### config.mk
export PLATFORM = sky130hd
export DESIGN_NAME = leb128_reader_flat
export DESIGN_NICKNAME = d
export VERILOG_FILES = /design/src/rtl/leb128_reader_pkg.sv /design/src/rtl/leb128_reader_if.sv /design/src/rtl/leb128_reader_rom_byte_cache.sv /design/src/rtl/leb128_reader.sv /design/src/flat_wrapper.sv
export SDC_FILE = /design/constraint.sdc
export NUM_CORES = 1
export LEC_CHECK = 0
export ABC_AREA = 1
export ABC_CLOCK_PERIOD_IN_PS = 3400
export BUFFER_PORTS_ARGS = -buffer_cell sky130_fd_sc_hd__buf_2
export CAP_MARGIN = 20
export CORE_ASPECT_RATIO = 1.5
export CORE_MARGIN = 10
export CORE_UTILIZATION = 59
export CTS_CLUSTER_DIAMETER = 150
export CTS_CLUSTER_SIZE = 14
export DETAILED_ROUTE_END_ITERATION = 7
export GPL_ROUTABILITY_DRIVEN = 0
export HOLD_SLACK_MARGIN = 0.15
export PLACE_DENSITY_LB_ADDON = 0.08
export SYNTH_ARGS = -nofsm -noshare
export SYNTH_HDL_FRONTEND = slang
export SYNTH_HIERARCHICAL = 1
export SYNTH_SLANG_ARGS = --single-unit
### constraint.sdc
create_clock -name clk -period 3.4 [get_ports clk]
set_input_delay 0.34 -clock clk [delete_from_list [all_inputs] [get_ports clk]]
set_output_delay 0.34 -clock clk [all_outputs]
set_load 0.02 [all_outputs]
### src/rtl/leb128_reader_pkg.sv
// Shared loader package: FSM state type and LEB128 field constants.
package wasm_pkg;

    localparam int unsigned LEB_MAX_BYTES    = 5;
    localparam int unsigned LEB_CONT_BIT     = 7;
    localparam logic [7:0]  LEB_PAYLOAD_MASK = 8'h7F;

    typedef enum logic [1:0] {
        ST_IDLE,
        ST_FETCH,
        ST_RESP
    } leb_state_t;

    // 7-bit payload placed at its group position; bits past 31 fall off.
    function automatic logic [31:0] leb_payload(input logic [7:0] b, input logic [2:0] count);
        logic [31:0] p;
        p = 32'(b & LEB_PAYLOAD_MASK);
        return p << (7 * int'(count));
    endfunction

endpackage

### src/rtl/leb128_reader_if.sv
// Loader-side request/response handshake of the LEB128 reader.
interface leb128_reader_if #(
    parameter int unsigned ADDR_W = 32
);
    logic              req_valid;
    logic              req_ready;
    logic [ADDR_W-1:0] req_addr;
    logic              req_signed;
    logic              rsp_valid;
    logic              rsp_ready;
    logic [31:0]       rsp_value;
    logic [2:0]        rsp_len;
    logic [ADDR_W-1:0] rsp_next_addr;
    logic              rsp_err;

    modport master (
        output req_valid, req_addr, req_signed, rsp_ready,
        input  req_ready, rsp_valid, rsp_value, rsp_len, rsp_next_addr, rsp_err
    );

    modport slave (
        input  req_valid, req_addr, req_signed, rsp_ready,
        output req_ready, rsp_valid, rsp_value, rsp_len, rsp_next_addr, rsp_err
    );
endinterface

### src/rtl/leb128_reader_rom_byte_cache.sv
// Single-entry address/byte cache so a repeated ROM address is served locally.
module rom_byte_cache #(
    parameter int unsigned ADDR_W = 32
) (
    input  logic              clk,
    input  logic              rst_n,
    input  logic              fill,
    input  logic [ADDR_W-1:0] fill_addr,
    input  logic [7:0]        fill_byte,
    input  logic [ADDR_W-1:0] lookup_addr,
    output logic              hit,
    output logic [7:0]        cache_byte
);
    logic              cache_vld;
    logic [ADDR_W-1:0] cache_addr;

    always_ff @(posedge clk or negedge rst_n) begin
        if (!rst_n) begin
            cache_vld  <= 1'b0;
            cache_addr <= '0;
            cache_byte <= '0;
        end else if (fill) begin
            cache_vld  <= 1'b1;
            cache_addr <= fill_addr;
            cache_byte <= fill_byte;
        end
    end

    assign hit = cache_vld && (cache_addr == lookup_addr);
endmodule

### src/rtl/leb128_reader.sv
// LEB128 varint reader over the ROM byte interface (u32; s32 when LEB128_SIGNED_EN is defined).
module leb128_reader
    import wasm_pkg::*;
#(
    parameter int unsigned ADDR_W    = 32,
    parameter int unsigned MAX_BYTES = LEB_MAX_BYTES
) (
    input  logic              clk,
    input  logic              rst_n,
    leb128_reader_if.slave    bus,
    output logic [ADDR_W-1:0] rom_addr,
    output logic              rom_read_en,
    input  logic [7:0]        rom_data,
    input  logic              rom_ready
);
    localparam logic [2:0] MAX_CNT = 3'(MAX_BYTES);

    leb_state_t        state;
    logic [ADDR_W-1:0] cur_addr;
    logic [ADDR_W-1:0] base_addr;
    logic [2:0]        count;
    logic [31:0]       acc;
`ifdef LEB128_SIGNED_EN
    logic              sgn;
`endif

    logic [ADDR_W-1:0] lookup_addr;
    logic              hit;
    logic [7:0]        cache_byte;
    logic              cache_fill;
    logic              byte_vld;
    logic [7:0]        cur_byte;
    logic [31:0]       acc_nxt;
    logic [31:0]       value_nxt;
    logic [2:0]        cnt_nxt;
    logic              last_byte;
    logic              overrun;
    logic              final_bad;
    logic              err_nxt;

    rom_byte_cache #(.ADDR_W(ADDR_W)) u_cache (
        .clk        (clk),
        .rst_n      (rst_n),
        .fill       (cache_fill),
        .fill_addr  (cur_addr),
        .fill_byte  (rom_data),
        .lookup_addr(lookup_addr),
        .hit        (hit),
        .cache_byte (cache_byte)
    );

    // In IDLE the cache is probed with the incoming address so a hit skips the ROM strobe.
    always_comb begin
        lookup_addr = (state == ST_IDLE) ? bus.req_addr : cur_addr;
        byte_vld    = (state == ST_FETCH) && (hit || rom_ready);
        cache_fill  = (state == ST_FETCH) && !hit && rom_ready;
        cur_byte    = hit ? cache_byte : rom_data;
        acc_nxt     = acc | leb_payload(cur_byte, count);
        cnt_nxt     = count + 3'd1;
        last_byte   = !cur_byte[LEB_CONT_BIT];
        overrun     = cur_byte[LEB_CONT_BIT] && (cnt_nxt == MAX_CNT);
        final_bad   = (cur_byte[6:4] != 3'b000);
        value_nxt   = acc_nxt;
`ifdef LEB128_SIGNED_EN
        if (sgn) begin
            final_bad = (cur_byte[6:3] != 4'h0) && (cur_byte[6:3] != 4'hF);
            if (7 * int'(cnt_nxt) < 32)
                value_nxt = 32'($signed(acc_nxt << (32 - 7 * int'(cnt_nxt))) >>> (32 - 7 * int'(cnt_nxt)));
        end
`endif
        err_nxt     = overrun || ((cnt_nxt == MAX_CNT) && final_bad);
    end

    always_ff @(posedge clk or negedge rst_n) begin
        if (!rst_n) begin
            state             <= ST_IDLE;
            cur_addr          <= '0;
            base_addr         <= '0;
            count             <= '0;
            acc               <= '0;
`ifdef LEB128_SIGNED_EN
            sgn               <= 1'b0;
`endif
            bus.req_ready     <= 1'b1;
            bus.rsp_valid     <= 1'b0;
            bus.rsp_err       <= 1'b0;
            bus.rsp_value     <= '0;
            bus.rsp_len       <= '0;
            bus.rsp_next_addr <= '0;
            rom_read_en       <= 1'b0;
            rom_addr          <= '0;
        end else begin
            case (state)
                ST_IDLE: begin
                    if (bus.req_valid && bus.req_ready) begin
                        state         <= ST_FETCH;
                        cur_addr      <= bus.req_addr;
                        base_addr     <= bus.req_addr;
                        count         <= '0;
                        acc           <= '0;
`ifdef LEB128_SIGNED_EN
                        sgn           <= bus.req_signed;
`endif
                        bus.req_ready <= 1'b0;
                        rom_addr      <= bus.req_addr;
                        rom_read_en   <= !hit;
                    end
                end
                ST_FETCH: begin
                    if (byte_vld) begin
                        if (last_byte || overrun) begin
                            state             <= ST_RESP;
                            rom_read_en       <= 1'b0;
                            bus.rsp_valid     <= 1'b1;
                            bus.rsp_value     <= value_nxt;
                            bus.rsp_len       <= cnt_nxt;
                            bus.rsp_next_addr <= base_addr + ADDR_W'(cnt_nxt);
                            bus.rsp_err       <= err_nxt;
                        end else begin
                            count       <= cnt_nxt;
                            acc         <= acc_nxt;
                            cur_addr    <= cur_addr + ADDR_W'(1);
                            rom_addr    <= cur_addr + ADDR_W'(1);
                            rom_read_en <= 1'b1;
                        end
                    end
                end
                ST_RESP: begin
                    if (bus.rsp_ready) begin
                        state         <= ST_IDLE;
                        bus.rsp_valid <= 1'b0;
                        bus.req_ready <= 1'b1;
                    end
                end
                default: state <= ST_IDLE;
            endcase
        end
    end
endmodule

### src/flat_wrapper.sv
// flat-port wrapper written by rule: the top's interface ports become plain ports
module leb128_reader_flat import wasm_pkg::*;
#(
    parameter int unsigned ADDR_W    = 32,
    parameter int unsigned MAX_BYTES = LEB_MAX_BYTES
)
  (clk, rst_n, rom_addr, rom_read_en, rom_data, rom_ready, bus_req_valid, bus_req_addr, bus_req_signed, bus_rsp_ready, bus_req_ready, bus_rsp_valid, bus_rsp_value, bus_rsp_len, bus_rsp_next_addr, bus_rsp_err);
  leb128_reader_if #(.ADDR_W(ADDR_W)) bus_i ();
  input  logic clk;
  input  logic rst_n;
  output logic [ADDR_W-1:0] rom_addr;
  output logic rom_read_en;
  input  logic [7:0] rom_data;
  input  logic rom_ready;
  input wire logic [$bits(bus_i.req_valid)-1:0] bus_req_valid;
  input wire logic [$bits(bus_i.req_addr)-1:0] bus_req_addr;
  input wire logic [$bits(bus_i.req_signed)-1:0] bus_req_signed;
  input wire logic [$bits(bus_i.rsp_ready)-1:0] bus_rsp_ready;
  output wire logic [$bits(bus_i.req_ready)-1:0] bus_req_ready;
  output wire logic [$bits(bus_i.rsp_valid)-1:0] bus_rsp_valid;
  output wire logic [$bits(bus_i.rsp_value)-1:0] bus_rsp_value;
  output wire logic [$bits(bus_i.rsp_len)-1:0] bus_rsp_len;
  output wire logic [$bits(bus_i.rsp_next_addr)-1:0] bus_rsp_next_addr;
  output wire logic [$bits(bus_i.rsp_err)-1:0] bus_rsp_err;
  assign bus_i.req_valid = bus_req_valid;
  assign bus_i.req_addr = bus_req_addr;
  assign bus_i.req_signed = bus_req_signed;
  assign bus_i.rsp_ready = bus_rsp_ready;
  assign bus_req_ready = bus_i.req_ready;
  assign bus_rsp_valid = bus_i.rsp_valid;
  assign bus_rsp_value = bus_i.rsp_value;
  assign bus_rsp_len = bus_i.rsp_len;
  assign bus_rsp_next_addr = bus_i.rsp_next_addr;
  assign bus_rsp_err = bus_i.rsp_err;
  leb128_reader #(.ADDR_W(ADDR_W), .MAX_BYTES(MAX_BYTES)) u_core (.clk(clk), .rst_n(rst_n), .bus(bus_i), .rom_addr(rom_addr), .rom_read_en(rom_read_en), .rom_data(rom_data), .rom_ready(rom_ready));
endmodule
== Word level (Yosys, flattened, before mapping) ==
Index checks and enable logic that the tools add are counted.

* $add $sub $neg: 3
* Shift operators: 1
* Equal/unequal tests: 9
* $mul: 1
* Mux-type cells: 30
* Bitwise gates (word level): 1
* Reductions and logical operators: 24

{| class="wikitable"
|+ Operator list
! operator !! count
|-
| 32-bit two-way mux || 7
|-
| 32-bit case mux with 2 select lines || 2
|-
| 32-bit by 1-bit adder with 32-bit output (second input constant) || 1
|-
| 32-bit by 3-bit adder with 32-bit output || 1
|-
| 32-bit equality test || 1
|-
| 32-bit bitwise OR || 1
|-
| 7-bit by 32-bit << shifter with 32-bit output || 1
|-
| 4-bit AND reduction || 3
|-
| 3-bit two-way mux || 3
|-
| 3-bit AND reduction || 3
|-
| 1-bit two-way mux || 8
|-
| 2-bit two-way mux || 4
|-
| 8-bit two-way mux || 1
|-
| 2-bit inequality test (second input constant) || 4
|-
| 1-bit logical AND || 7
|-
| 3-bit by 3-bit multiplier with 6-bit output (first input constant) || 1
|-
| 1-bit case mux with 2 select lines || 3
|-
| 2-bit case mux with 3 select lines || 1
|-
| 3-bit case mux with 2 select lines || 1
|-
| 2-bit nonzero test || 3
|-
| 3-bit by 1-bit adder with 3-bit output (second input constant) || 1
|-
| 3-bit equality test (second input constant) || 1
|-
| 1-bit logical OR || 3
|-
| 3-bit nonzero test || 1
|-
| other kinds (6) || 7
|}

* Register bits after elaboration: 213
* Input port bits: 46
* Word-level logic and storage cells: 84
* Output and inout port bits: 103

== Depth between registers and ports, before layout ==
* Depth in word-level cells: 10
* Mapped depth: 25
* Depth with buffers taken out: 22

== Modules after synthesis ==
Netlist, hierarchy kept.

{| class="wikitable"
|+ By module, submodules not included
! module !! instances !! area an instance (µm²) !! cells each
|-
| leb128_reader || 1 || 9504.1 || 1346
|-
| rom_byte_cache || 1 || 2053.2 || 286
|}

== Worst setup path after synthesis ==
No wires, ideal clock.

* Kind: reg2reg
* Start point: reg u_core.state[0]
* End point: reg u_core.cur_addr[5]
* Required time: 3.281 ns
* Stages on the path, launching flop included: 21
* Path slack: 0.570 ns
* Buffers on the path: 4
* Data arrival time: 2.711 ns
* Cell sequence: dfrtp_1 nor2_1 clkbuf_1 clkbuf_1 nand2_1 o21ai_0 o21ai_1 or2_1 nor2_1 nand3_1 nor2_1 buf_4 nor2_2 nor2_2 inv_2 nand2_2 nand2_2 inv_2 buf_2 nand2_1 o21a_1

* Longest elaborated chain between the ends: 9

{| class="wikitable"
|+ RTL lines
! element !! line !! source
|-
| start: declaration || leb128_reader.sv:18 || <nowiki>leb_state_t state;</nowiki>
|-
| start signal: assignment || leb128_reader.sv:76 || <nowiki>state <= ST_IDLE;</nowiki>
|-
| start signal: assignment || leb128_reader.sv:96 || <nowiki>state <= ST_FETCH;</nowiki>
|-
| start signal: assignment || leb128_reader.sv:112 || <nowiki>state <= ST_RESP;</nowiki>
|-
| 2-bit logical NOT * || leb128_reader.sv:54 || <nowiki>lookup_addr = (state == ST_IDLE) ? bus.req_addr : cur_addr;</nowiki>
|-
| 32-bit two-way mux * || leb128_reader.sv:54 ||
|-
| via u_core.lookup_addr[16] || leb128_reader.sv:27 || <nowiki>logic [ADDR_W-1:0] lookup_addr;</nowiki>
|-
| 32-bit equality test * || leb128_reader_rom_byte_cache.sv:29 || <nowiki>assign hit = cache_vld && (cache_addr == lookup_addr);</nowiki>
|-
| 1-bit logical AND * || leb128_reader_rom_byte_cache.sv:29 ||
|-
| via u_core.hit || leb128_reader.sv:28 || <nowiki>logic hit;</nowiki>
|-
| 8-bit two-way mux || leb128_reader.sv:57 || <nowiki>cur_byte = hit ? cache_byte : rom_data;</nowiki>
|-
| 1-bit logical NOT / 1-bit logical AND (equally long branches) || leb128_reader.sv:60, leb128_reader.sv:61 ||
|-
| 1-bit logical OR || leb128_reader.sv:111 || <nowiki>if (last_byte || overrun) begin</nowiki>
|-
| 2-bit inequality test (no source line) || n/a ||
|-
| 4-bit AND reduction (no source line) * || n/a ||
|-
| end signal: assignment || leb128_reader.sv:97 || <nowiki>cur_addr <= bus.req_addr;</nowiki>
|-
| end signal: assignment || leb128_reader.sv:122 || <nowiki>cur_addr <= cur_addr + ADDR_W'(1);</nowiki>
|-
| end: declaration || leb128_reader.sv:19 || <nowiki>logic [ADDR_W-1:0] cur_addr;</nowiki>
|}

The timed path passes the listed nets; every way through them passes the cells marked *.
A chain may end at the register's enable or synchronous reset.

== Worst setup path in the final report ==
* Start point: reg u_core.state[0]
* End point: reg u_core.acc[24]

* Longest elaborated chain between the ends: 10

{| class="wikitable"
|+ RTL lines
! element !! line !! source
|-
| 2-bit logical NOT * || leb128_reader.sv:54 ||
|-
| 32-bit two-way mux * || leb128_reader.sv:54 ||
|-
| via u_core.lookup_addr[8] || leb128_reader.sv:27 ||
|-
| 32-bit equality test * || leb128_reader_rom_byte_cache.sv:29 ||
|-
| 1-bit logical AND * || leb128_reader_rom_byte_cache.sv:29 ||
|-
| via u_core.hit || leb128_reader.sv:28 ||
|-
| 8-bit two-way mux || leb128_reader.sv:57 ||
|-
| 7-bit by 32-bit << shifter with 32-bit output || leb128_reader_pkg.sv:18 || <nowiki>return p << (7 * int'(count));</nowiki>
|-
| 32-bit bitwise OR || leb128_reader.sv:58 || <nowiki>acc_nxt = acc | leb_payload(cur_byte, count);</nowiki>
|-
| 32-bit two-way mux || leb128_reader.sv:111 ||
|-
| 32-bit two-way mux || leb128_reader.sv:110 || <nowiki>if (byte_vld) begin</nowiki>
|-
| 32-bit case mux with 2 select lines || leb128_reader.sv:93 || <nowiki>case (state)</nowiki>
|-
| end signal: assignment || leb128_reader.sv:121 || <nowiki>acc <= acc_nxt;</nowiki>
|-
| end: declaration || leb128_reader.sv:22 || <nowiki>logic [31:0] acc;</nowiki>
|}

The timed path passes the listed nets; every way through them passes the cells marked *. The select of a mux whose other input is x is not followed.

==> results.ini <==
[synthesis]
synth_nets = 1685
postSynthAreaPerCell_um2 = 7.08
synth_top_family_by_area = simple AND/OR/NAND/NOR gates
synthAdderAreaFrac = 0.00823
syn_inst = 1632
ys_warn_count = 6
syn_area_mm2 = 0.0116
synth_xor_area_frac = 0.0167
synth.top_cell.area_share = 0.459
synth_cell_types = 44
synth_compound_area_frac = 0.116
synth_largest_area_cell = dfrtp_1
async_flop_share = 1.00
synthTopCellsByArea = dfrtp_1, nand2_1, o21ai_0, inv_1, nor2_1
synth.area.mux_share = 0.00195
ys_top_cells_by_count = nand2_1, dfrtp_1, inv_1
ys_ff_latch = 213
synth_seq_area_share = 0.461
synth_flop_cell = dfrtp_1
yosys.cell_count.top_type = nand2_1
synth_edf_count = 0
yosys.area_share.simple = 0.306

[global_routing]
grt-ovfl-total = 0
grt_pass1_vias = 10600
gr-usage-met2 = 0.472
top_usage_layer = met2
gr-usage-met1 = 0.306
antenna_found_initial = 0
grt_max_degree = 87
grt_usage = 0.267
grt_pass1_wl_mm = 55.4
grt_util_met3 = 0.0447

[routing]
via_per_inst = 5.45
via_count = 11200
wl_per_cell_um = 17.4
ant_nets = 0
firstDrtPassIters = 6
drc = 0
drtIter0Drc = 1035
drt-total-wl_mm = 35.7

[die]
rows = 62
die_area_mm2 = 0.0257
initial_core_util = 0.601
die_x_um = 134
core_area_mm2 = 0.0192
die_h_um = 191
ios = 149

[worst_setup_path]
start_kind = register
r2r-end = u_core/acc[24]
cp-end-kind = register
path_class = reg -> reg
cp.required_ns = 3.81
reg2reg_depth = 23
r2r_slack_ns = 0.18
rr_startpoint = u_core/state[0]
worst-path-max-fanout = 18
crit_arrival_ns = 3.62

[sta]
setup_viol = 0
max_freq_ghz = 0.311
slew_violations = 0
fin_crit_ns = 3.22
skew_ns = 0.0158
fin_setup_tns_ns = 0
slew_headroom = 0.515
worst_pin_slew_ns = 0.728
finalCritPeriodShare = 0.946
whs_ns = 0.162
hold_viol = 0

[clock_network]
clk_path_buf_depth = 3
cts_sinks = 213
ctsRootBufferMaster = clkbuf_16
clock_latency_ns = 0.50
cts_tree = built
clk_pin_slew_worst_paths_ns = 0.06
cts_max_level = 1
cts_buffers = 19

[worst_hold_path]
whs_path_depth = 3
min_to = u_core/base_addr[11]
hp-class = in -> reg
min-delay-start = bus_req_addr[11]

[placement]
port_buffers = 147
post-dp-hpwl_mm = 25.7
placed_cell_area_mm2 = 0.0126
placed_cells = 2003

[finish]
multi_input_area_mm2 = 0.00522
stdcell_count = 2053
seq_area_mm2 = 0.00533
layout-drive-gt1-share = 0.131
num-fill-cells = 1646
stdcell_area_mm2 = 0.0134
syn2layout_area_growth_pct = 16.2
fin_nets = 1844

[status]
outcome = finished clean

[power]
finalPower_mw = 12.3
p_leak_nw = 6.86
power.density_mw_per_mm2 = 919
ir_drop_mv = 0.589

[job]
cap_violations = 0

layer usage:
metal / part of all wire / wire [µm]
met2: 0.51 / 18100
met4: 0.053 / 1880
met3: 0.068 / 2420
met5: 0 / 0
met1: 0.37 / 13300
registers in the layout (all words and copies together), names as in the netlist, 8 cells and up:
register	count
u_core/base_addr	32
u_core/cur_addr	32
u_core/u_cache/cache_addr	32
u_core/acc	32
u_core/u_cache/cache_byte	8
u_core/bus.rsp_next_addr	32
u_core/bus.rsp_value	32
where the power goes:
| group | leakage, nW | internal, mW | switching [mW] | total, mW |
|---|---|---|---|---|
| Clock | 0.248 | 1.02 | 0.927 | 1.95 |
| Combinational | 3.89 | 1.99 | 3.90 | 5.89 |
| Sequential | 2.72 | 3.54 | 0.954 | 4.49 |
| Total | 6.86 | 6.56 | 5.78 | 12.3 |
cell families after synthesis:
group           Yosys count
flops                   213
mux                       2
xor+xnor                 22
simple gates            892
buf+inv                 248
fa+ha+maj                 7
compound gates          248
worst max-delay path by stage:
stage	depth (start not counted)	slack, ns	from	end
after floorplan	20	0.57	u_core/state[0]	u_core/cur_addr[5]
after global placement	21	0.22	u_core/state[0]	u_core/acc[3]
after detailed placement	21	0.19	u_core/state[0]	u_core/acc[30]
after CTS	21	0.13	u_core/state[0]	u_core/acc[30]
after global routing	24	-0.02	u_core/state[0]	u_core/cur_addr[30]
final	23	0.18	u_core/state[0]	u_core/acc[24]
area by class of cell:
type | count | area share
multi-input cells | 1171 | 0.389
clock buffers | 25 | 0.0371
repair buffers | 198 | 0.0989
well taps | 256 | 0.0238
inverters | 188 | 0.0527
clock inverters | 1 | 0.00121
diodes | 1 | 0.000186
flip-flops and latches | 213 | 0.397
layout by cell type (no fill, tap or decap), types with 4 or more instances in the layout:
master and n:
xor2_1 15, ha_1 6, clkbuf_16 22, buf_12 6, o22ai_1 20, buf_2 146, inv_1 179, dfrtp_1 211
o21ai_0 136, inv_2 7, dlygate4sd3_1 17, clkbuf_1 6, nor2_4 4, xnor2_1 7, nand2_2 4, o21bai_1 17
nor2_1 120, a21oi_1 31, buf_4 22, nand3b_1 8, nand2_1 662, o21ai_1 31, nor2_2 6, nand3_1 76
stage by stage:
step                setup slack, ns   util
finish                        0.183  0.698
global route                -0.0234  0.698
CTS                           0.134  0.691
detailed placement            0.194  0.655
global placement              0.220  0.655
floorplan                     0.570      -
what timing repair did:
action,in CTS,in global routing
setup endpoints to repair,0,136
buffers inserted,0,3
resized for setup,0,17
endpoints found under the hold margin,99,0
hold buffers,17,0
critical path, cell delays in order (launching register included):
cell,delay (ns)
dfrtp_2,0.45
nor2_4,0.15
buf_4,0.16
clkbuf_16,0.16
nand2_1,0.05
o21ai_0,0.11
inv_1,0.07
nand2_1,0.06
o21ai_1,0.10
nor2_1,0.18
nand2_1,0.07
nor2_1,0.13
nand3_2,0.14
nor2_2,0.13
buf_6,0.16
inv_4,0.07
nand2_1,0.06
nand2_1,0.06
nand2_1,0.10
nand2_1,0.07
nand2_2,0.13
buf_4,0.27
nand2_1,0.09
a21oi_1,0.16
Power figures use the tool's default switching activity.
